===== src/rtl/hdb3_pkg.sv =====
// Shared HDB3 line-code definitions: dual-rail symbol encoding and decoder latency.
package hdb3_pkg;

    localparam logic [1:0] SYM_ZERO = 2'b00;
    localparam logic [1:0] SYM_N    = 2'b01;
    localparam logic [1:0] SYM_P    = 2'b10;
    localparam logic [1:0] SYM_ILL  = 2'b11;

    // Edges from sampling a line symbol to its NRZ bit on o_data.
    localparam int DEC_LATENCY = 6;

    // True for a single mark of either polarity (not space, not illegal).
    function automatic logic is_mark(input logic [1:0] sym);
        return (sym == SYM_P) || (sym == SYM_N);
    endfunction

endpackage


===== src/rtl/hdb3_err_cnt.sv =====
// Saturating line-error counter; a synchronous clear overrides a coincident error.
module hdb3_err_cnt
    import hdb3_pkg::*;
#(
    parameter int ERR_CNT_W = 16
) (
    input  logic                 i_clk,
    input  logic                 i_rst,
    input  logic                 i_err,
    input  logic                 i_clr,
    output logic [ERR_CNT_W-1:0] o_cnt
);

    localparam logic [ERR_CNT_W-1:0] CNT_ONE = 1;

    logic [ERR_CNT_W-1:0] cnt_q;
    logic [ERR_CNT_W-1:0] cnt_d;

    // Next count: clear wins, otherwise add one per error cycle until all-ones.
    always_comb begin
        cnt_d = cnt_q;
        if (i_clr) begin
            cnt_d = '0;
        end else if (i_err && (cnt_q != '1)) begin
            cnt_d = cnt_q + CNT_ONE;
        end
    end

    // Counter register.
    always_ff @(posedge i_clk or posedge i_rst) begin
        if (i_rst) begin
            cnt_q <= '0;
        end else begin
            cnt_q <= cnt_d;
        end
    end

    assign o_cnt = cnt_q;

endmodule


===== src/rtl/hdb3_decoder.sv =====
// HDB3 receive decoder: finds V marks by polarity repetition, strips V and its
// B companion from a 4-deep shift line, and flags line-code errors.
module hdb3_decoder
    import hdb3_pkg::*;
#(
    parameter int ERR_CNT_W = 16
) (
    input  logic                 i_clk,
    input  logic                 i_rst,
    input  logic                 i_p,
    input  logic                 i_n,
    input  logic                 i_clr_cnt,
    output logic                 o_data,
    output logic                 o_lock,
    output logic                 o_cv_err,
    output logic                 o_zero_err,
    output logic                 o_illegal,
    output logic [ERR_CNT_W-1:0] o_err_cnt
);

    // Stage 0: raw symbol. Stage 1: classified bit and V flag. Then shift line.
    logic [1:0] sym_q,    sym_d;
    logic       bit_q,    bit_d;
    logic       vflag_q,  vflag_d;
    logic [3:0] sr_q,     sr_d;
    logic       data_q,   data_d;
    // Line state: last mark polarity (1 = P), last V polarity, mark history.
    logic       last_p_q, last_p_d;
    logic       v_seen_q, v_seen_d;
    logic       v_pol_q,  v_pol_d;
    logic [1:0] hist_q,   hist_d;
    logic [2:0] zcnt_q,   zcnt_d;
    logic       lock_q,   lock_d;
    logic       cv_q,     cv_d;
    logic       zero_q,   zero_d;
    logic       ill_q,    ill_d;

    logic       mark;
    logic       sym_p;
    logic       is_v;

    // Classify the registered symbol and compute all next-state values.
    always_comb begin
        mark     = is_mark(sym_q);
        sym_p    = (sym_q == SYM_P);
        is_v     = mark && (sym_p == last_p_q);

        sym_d    = {i_p, i_n};
        bit_d    = mark && !is_v;
        vflag_d  = is_v;
        last_p_d = (mark && !is_v) ? sym_p : last_p_q;
        v_seen_d = v_seen_q | is_v;
        v_pol_d  = is_v ? sym_p : v_pol_q;
        hist_d   = {hist_q[0], mark};
        lock_d   = lock_q | mark;
        ill_d    = (sym_q == SYM_ILL);

        // A V wipes the three bits ahead of it (B slot included) and enters as 0.
        if (vflag_q) begin
            sr_d = 4'b0000;
        end else begin
            sr_d = {sr_q[2:0], bit_q};
        end
        data_d = sr_q[3];

        // Legal V must follow two spaces and alternate polarity with the prior V.
        cv_d = is_v && (hist_q[0] || hist_q[1] || (v_seen_q && (v_pol_q == sym_p)));

        zcnt_d = zcnt_q;
        if (mark) begin
            zcnt_d = 3'd0;
        end else if (zcnt_q != 3'd4) begin
            zcnt_d = zcnt_q + 3'd1;
        end
        zero_d = !mark && (zcnt_q == 3'd3) && lock_q;
    end

    // Pipeline, line state and registered error pulses.
    always_ff @(posedge i_clk or posedge i_rst) begin
        if (i_rst) begin
            sym_q    <= SYM_ZERO;
            bit_q    <= 1'b0;
            vflag_q  <= 1'b0;
            sr_q     <= 4'b0000;
            data_q   <= 1'b0;
            last_p_q <= 1'b0;
            v_seen_q <= 1'b0;
            v_pol_q  <= 1'b0;
            hist_q   <= 2'b00;
            zcnt_q   <= 3'd0;
            lock_q   <= 1'b0;
            cv_q     <= 1'b0;
            zero_q   <= 1'b0;
            ill_q    <= 1'b0;
        end else begin
            sym_q    <= sym_d;
            bit_q    <= bit_d;
            vflag_q  <= vflag_d;
            sr_q     <= sr_d;
            data_q   <= data_d;
            last_p_q <= last_p_d;
            v_seen_q <= v_seen_d;
            v_pol_q  <= v_pol_d;
            hist_q   <= hist_d;
            zcnt_q   <= zcnt_d;
            lock_q   <= lock_d;
            cv_q     <= cv_d;
            zero_q   <= zero_d;
            ill_q    <= ill_d;
        end
    end

    hdb3_err_cnt #(
        .ERR_CNT_W (ERR_CNT_W)
    ) u_err_cnt (
        .i_clk (i_clk),
        .i_rst (i_rst),
        .i_err (cv_q | zero_q | ill_q),
        .i_clr (i_clr_cnt),
        .o_cnt (o_err_cnt)
    );

    assign o_data     = data_q;
    assign o_lock     = lock_q;
    assign o_cv_err   = cv_q;
    assign o_zero_err = zero_q;
    assign o_illegal  = ill_q;

endmodule


===== config.mk =====
export PLATFORM = sky130hd
export DESIGN_NAME = hdb3_decoder
export DESIGN_NICKNAME = d
export VERILOG_FILES = /design/src/rtl/hdb3_pkg.sv /design/src/rtl/hdb3_err_cnt.sv /design/src/rtl/hdb3_decoder.sv
export SDC_FILE = /design/constraint.sdc
export NUM_CORES = 1
export LEC_CHECK = 0
export BUFFER_PORTS_ARGS = -buffer_cell sky130_fd_sc_hd__buf_2
export CORE_MARGIN = 2
export CORE_UTILIZATION = 50
export CTS_CLUSTER_DIAMETER = 40
export CTS_CLUSTER_SIZE = 8
export DETAILED_ROUTE_END_ITERATION = 6
export GPL_ROUTABILITY_DRIVEN = 1
export PLACE_DENSITY_LB_ADDON = 0.15
export RECOVER_POWER = 50
export SKIP_CTS_REPAIR_TIMING = 1
export SYNTH_ARGS = -nofsm -noshare
export SYNTH_HDL_FRONTEND = slang
export SYNTH_HIERARCHICAL = 1
export SYNTH_SLANG_ARGS = --single-unit
export TNS_END_PERCENT = 50

===== constraint.sdc =====
create_clock -name i_clk -period 5.7 [get_ports i_clk]
set_clock_uncertainty 0.1 [all_clocks]
set_input_delay 0.57 -clock i_clk [delete_from_list [all_inputs] [get_ports i_clk]]
set_output_delay 0.57 -clock i_clk [all_outputs]
set_load 0.02 [all_outputs]

==> results of run 1 <==
-- Yosys cell counts, drive strengths merged, types with 6 or more instances --
cell | count | area, sq um
ha | 6 | 75.07
nand2 | 9 | 33.78
o21ai | 7 | 35.03
nor2b | 9 | 58.81
nand3 | 8 | 40.04
inv | 9 | 33.78
or3 | 8 | 51.30
dfrtp | 37 | 925.9
a21oi | 14 | 70.07
or4 | 8 | 65.06
-- state kept, by name (all words and copies together), names as in the netlist --
name	count
o_zero_err	1
zcnt_q	3
last_p_q	1
sr_q	4
sym_q	2
o_illegal	1
hist_q	2
o_lock	1
o_data	1
v_seen_q	1
vflag_q	1
u_err_cnt/o_cnt	16
o_cv_err	1
v_pol_q	1
bit_q	1
-- cell families after synthesis --
group | count (synthesis) | synth area share
and+or+nand+nor | 66 | 0.2360
muxes | 3 | 0.01912
xor gates and xnor gates | 3 | 0.01544
DFF | 37 | 0.5441
adders and majority gates | 6 | 0.04412
buffers and inverters | 13 | 0.03456
AOI/OAI and AO/OA | 31 | 0.1066
-- power by group --
| group | switching, uW | leakage [uW] | total, uW | internal (uW) |
|---|---|---|---|---|
| sequential | 18.6 | 0.000486 | 305 | 287 |
| clock | 90.5 | 0.0000558 | 228 | 138 |
| combinational | 53.8 | 0.000354 | 90.8 | 37.1 |
-- worst register-to-register path, stage by stage, from the launching register on --
cell and delay [ns]:
dfrtp_1 0.36, or3_1 0.26, nand3_1 0.26, or4_4 0.52, or4_1 0.42, a21oi_1 0.15
-- stage by stage --
stage | util | cell area, sq um | power [uW]
after floorplan | - | 1702 | 376.9
after global placement | 0.5616 | 1859 | 393.1
after detailed placement | 0.5616 | 1859 | 403.0
after CTS | 0.5937 | 1966 | 634.8
after global routing | 0.5933 | 1964 | 664.8
final | 0.5933 | 1964 | 624.8
-- final cells by class --
type / count / area share
sequential: 37 / 0.4713
timing repair buffer: 25 / 0.06306
tap: 46 / 0.02930
inverter: 9 / 0.01720
clock inverter: 3 / 0.03503
clock buffer: 5 / 0.01911
multi-input combinational: 109 / 0.3650
-- per-layer routing --
layer	routed length (um)	up-vias
li1	-	640
met1	1432	624
met2	1714	22
met3	106	7
met4	61	0
met5	0	-
-- final timing paths --
path	cells after the start	slack [ns]	endpoint
setup / recovery	5	3.57	u_err_cnt/o_cnt[13]$_DFFE_PP0P_
hold / removal	2	0.19	u_err_cnt/o_cnt[11]$_DFFE_PP0P_
setup reg to reg	5	3.57	u_err_cnt/o_cnt[13]$_DFFE_PP0P_
hold reg to reg	0	0.26	o_data$_DFF_PP0_
max in group asynchronous	2	4.78	zcnt_q[0]$_DFFE_PP0P_
min in group i_clk	1	0.23	sym_q[0]$_DFF_PP0_
==> results_dict.tcl, run 1 <==
set metrics [dict create \
    tritoncts "yes" \
    postSynthAreaPerCell_sq_um 10.70 \
    setup_viol 0 \
    slowest_delay_ns 0.52 \
    synth.distinct_cells 37 \
    drc 0 \
    clk_latency_ns 0.34 \
    track_usage 0.1941 \
    layout_commonest_cell "dfrtp_1" \
    crit_chain "or3_1 -> nand3_1 -> or4_4 -> or4_1 -> a21oi_1" \
    die_area_sq_um 3886 \
    h-tree-depth 2 \
    async_flop_share 1.000 \
    vias 1293 \
    setup_slack_ns 3.571 \
    final_cells 234 \
    drt-total-wl_mm 3.314 \
    syn_area_sq_um 1702 \
    avgRoutedWirePerCell_um 14.16 \
    synthToLayoutAreaGrowth_pct 15.44 \
    final.setup.tns_ns 0 \
    pre_cts_ws_ns 3.613 \
    coreArea_sq_um 3311 \
    clockRootBuffer "clkbuf_4" \
    grt_max_degree 22 \
    worst_pin_slew_ns 0.7585 \
    clock-sinks 37 \
    r2r_start "o_cv_err$_DFF_PP0_" \
    port_buffers 25 \
    gp_congestion 0.7814 \
    cp_max_fo 8 \
    antenna_found_initial 0 \
    maxCapViolations 0 \
    startpoint "o_cv_err$_DFF_PP0_" \
    grt_overflow 0 \
    rsz0062_at_grt "false" \
    drt-initial-drc-count 71 \
    synth_seq_cells 37 \
    dp_cells 226 \
    crit_family "simple AND/OR/NAND/NOR gates" \
    grt_use_met2 0.3302 \
    crit_path_top_delay_cell "or4_4" \
    min_path_type "primary input to asynchronous set/reset pin" \
    drt-pass1-iter-count 4 \
    diodes 0 \
    cts_buffers 5 \
    required_ns 5.87 \
    slew_headroom 0.4938 \
    endpoint_kind "flip-flop" \
    synth_nets 170 \
    multi_input_area_sq_um 716.9 \
    mostFrequentLayoutCells "37 x dfrtp_1, 24 x buf_2, 14 x a21oi_1" \
    start_kind "flip-flop" \
    seqCellArea_sq_um 925.9 \
    maxSlewViolCount 0 \
    die_h_um 62.34 \
    synth_cells 159 \
    drive_gt1_frac 0.2181 \
    dp.final_hpwl_mm 2.388 \
    max_freq_mhz 469.6 \
    clk_pin_slew_ns 0.12 \
    start_util 0.5140 \
    antenna_left 0 \
    cellPowerDensity_nw_per_um2 318.1 \
    grt_pass1_wl_mm 5.892 \
    busiest_layer "met2" \
    vias_per_cell 5.526 \
    worstPathArrival_ns 2.30 \
    final_nets 198 \
    chipWidth_um 62.34 \
    grt_use_met1 0.2349 \
    hold_viol 0 \
    finalCritPeriodShare 0.3736 \
    critical_path_class "flip-flop to flip-flop" \
    ys.warnings.count 6 \
    clock_path_buffers 2 \
    status "finished, final reports clean" \
    fin_crit_ns 2.129 \
    met3_usage 0.05072 \
    fin_hold_ws_ns 0.1874 \
    grt_pass1_vias 1270 \
    seq_area_frac_synth 0.5441 \
    fp-row-count 21 \
    peakVddDrop_mv 0.1784 \
    synth_ff_type "dfrtp_1" \
    crit_buf_inv 0 \
    fillCellCount 291 \
    io_pins 26 \
    power.leakage_uw 0.0008956 \
    synth_enable_flop_cells 0 \
]
(Power assumes the default switching activity.)
==> run 2, diff against run 1 <==
==> constraint.sdc (replaced) <==
create_clock -name i_clk -period 2 [get_ports i_clk]
set_clock_uncertainty 0.1 [all_clocks]
set_input_delay 0.2 -clock i_clk [delete_from_list [all_inputs] [get_ports i_clk]]
set_output_delay 0.2 -clock i_clk [all_outputs]
set_load 0.02 [all_outputs]
==> run 2 against run 1 <==
Fmax up 8.1%. Register-to-register slack worse by 3.5 ns. Wire length up 4.2%. Via count up 3.4%. Design area up 2.7%. Worst setup slack worse by 3.5 ns. Global-route usage up 0.054 points. Power rose to 2.5 times the previous value. Die area unchanged. First-iteration DRC count down 37%. Cell count up 4.3%. Critical endpoint unchanged. Largest power group unchanged.
==> results_dict.tcl, run 2 (synthesized netlist as in run 1, its figures left out) <==
set metrics [dict create \
    grt_pass1_wl_mm 5.961 \
    gp_congestion 0.7741 \
    drt-total-wl_mm 3.452 \
    worst_pin_slew_ns 0.7651 \
    peakVddDrop_mv 0.5463 \
    die_h_um 62.34 \
    rsz0062_at_grt "true" \
    start_kind "flip-flop" \
    min_to "u_err_cnt/o_cnt[14]$_DFFE_PP0P_" \
    layout_commonest_cell "dfrtp_1" \
    worstHoldStart "i_clr_cnt" \
    crit_path_top_delay_cell "or4_4" \
    die_area_sq_um 3886 \
    slew_headroom 0.4894 \
    wl_met1_mm 1.576 \
    clock-sinks 37 \
    r2r_start "u_err_cnt/o_cnt[2]$_DFFE_PP0P_" \
    synthToLayoutAreaGrowth_pct 18.60 \
    maxSlewViolCount 0 \
    ff2ff_setup_slack_ns 0.03 \
    min_path_type "primary input to flip-flop" \
    track_usage 0.1947 \
    maxCapViolations 0 \
    clockRootBuffer "clkbuf_4" \
    io_pins 26 \
    wl_met3_um 134 \
    crit_family "simple AND/OR/NAND/NOR gates" \
    port_buffers 25 \
    h-tree-depth 2 \
    drt-initial-drc-count 45 \
    status "finished, final reports clean" \
    final_nets 208 \
    antenna_left 0 \
    crit_buf_inv 0 \
    drive_gt1_frac 0.2273 \
    final.setup.tns_ns 0 \
    largest_reg_flops 16 \
    cts_buffers 5 \
    grt_overflow 0 \
    required_ns 2.18 \
    start_util 0.5140 \
    top_layer_used "met4" \
    hold_viol 0 \
    drt-pass1-iter-count 4 \
    drc 0 \
    fin_hold_ws_ns 0.1490 \
    wl_met2_mm 1.674 \
    setup_viol 0 \
    dpl_cell_area_sq_um 1917 \
    cellPowerDensity_nw_per_um2 781.2 \
    worstRegToRegCells 4 \
    vias 1337 \
    clock_path_buffers 2 \
    max_freq_mhz 507.9 \
    crit_chain "nand4_1 -> or4_4 -> or4_1 -> a21oi_1" \
    grt_pass1_vias 1319 \
    diodes 0 \
    power.leakage_uw 0.0009128 \
    total_power_uw 1577 \
    slowest_delay_ns 0.57 \
    hold_depth 2 \
    chipWidth_um 62.34 \
    vias_per_cell 5.480 \
    avgRoutedWirePerCell_um 14.15 \
    coreArea_sq_um 3311 \
    worstPathArrival_ns 2.15 \
    fin_crit_ns 1.969 \
    grt_max_degree 22 \
    clk_pin_slew_ns 0.12 \
    reg2reg_to "u_err_cnt/o_cnt[13]$_DFFE_PP0P_" \
    mostFrequentLayoutCells "37 x dfrtp_1, 20 x buf_2, 14 x a21oi_1" \
    cp_max_fo 8 \
    final_cells 244 \
    critical_path_class "flip-flop to flip-flop" \
    dp.final_hpwl_mm 2.505 \
    endpoint_kind "flip-flop" \
    fin_area_sq_um 2018 \
    antenna_found_initial 0 \
    dp_cells 233 \
    tritoncts "yes" \
    clk_latency_ns 0.34 \
    fp-row-count 21 \
    finalCritPeriodShare 0.9845 \
]
[run 2: how the worst max path moves through the flow]
| stage | startpoint | end | slack, ns | cells after the start |
|---|---|---|---|---|
| floorplan | u_err_cnt/o_cnt[0]$_DFFE_PP0P_ | u_err_cnt/o_cnt[0]$_DFFE_PP0P_ | -0.02 | 6 |
| global placement | u_err_cnt/o_cnt[2]$_DFFE_PP0P_ | u_err_cnt/o_cnt[13]$_DFFE_PP0P_ | 0.12 | 4 |
| detailed placement | u_err_cnt/o_cnt[2]$_DFFE_PP0P_ | u_err_cnt/o_cnt[13]$_DFFE_PP0P_ | 0.08 | 4 |
| CTS | u_err_cnt/o_cnt[2]$_DFFE_PP0P_ | u_err_cnt/o_cnt[13]$_DFFE_PP0P_ | 0.06 | 4 |
| global route | u_err_cnt/o_cnt[12]$_DFFE_PP0P_ | u_err_cnt/o_cnt[4]$_DFFE_PP0P_ | -0.06 | 4 |
| finish | u_err_cnt/o_cnt[2]$_DFFE_PP0P_ | u_err_cnt/o_cnt[13]$_DFFE_PP0P_ | 0.03 | 4 |
[run 2: through the flow]
stage,worst slack (ns),utilization
2_1_floorplan,-0.02239,-
3_3_place_gp,0.1247,0.5790
3_5_place_dp,0.08192,0.5790
4_1_cts,0.05826,0.5986
5_1_grt,-0.05979,0.6096
6_report,0.03094,0.6096
[run 2: layout make-up]
type	count	area, sq um
clock buffer	6	51.30
clock inverter	2	13.76
fill	281	1292
inverter	9	33.78
multi-input combinational	109	734.5
sequential	37	925.9
tap	46	57.56
timing repair buffer	35	201.4
[run 2: routing by layer]
| layer | global-route usage | vias up |
|---|---|---|
| met5 | 0 | - |
| met4 | 0.07500 | 0 |
| met3 | 0.05072 | 6 |
| met2 | 0.3139 | 36 |
| met1 | 0.2536 | 646 |
| li1 | - | 649 |
[run 2: power breakdown]
group	switching [uW]	leakage (uW)	internal [uW]
sequential	58.9	0.000486	818
combinational	156	0.000389	122
clock	250	0.0000382	171
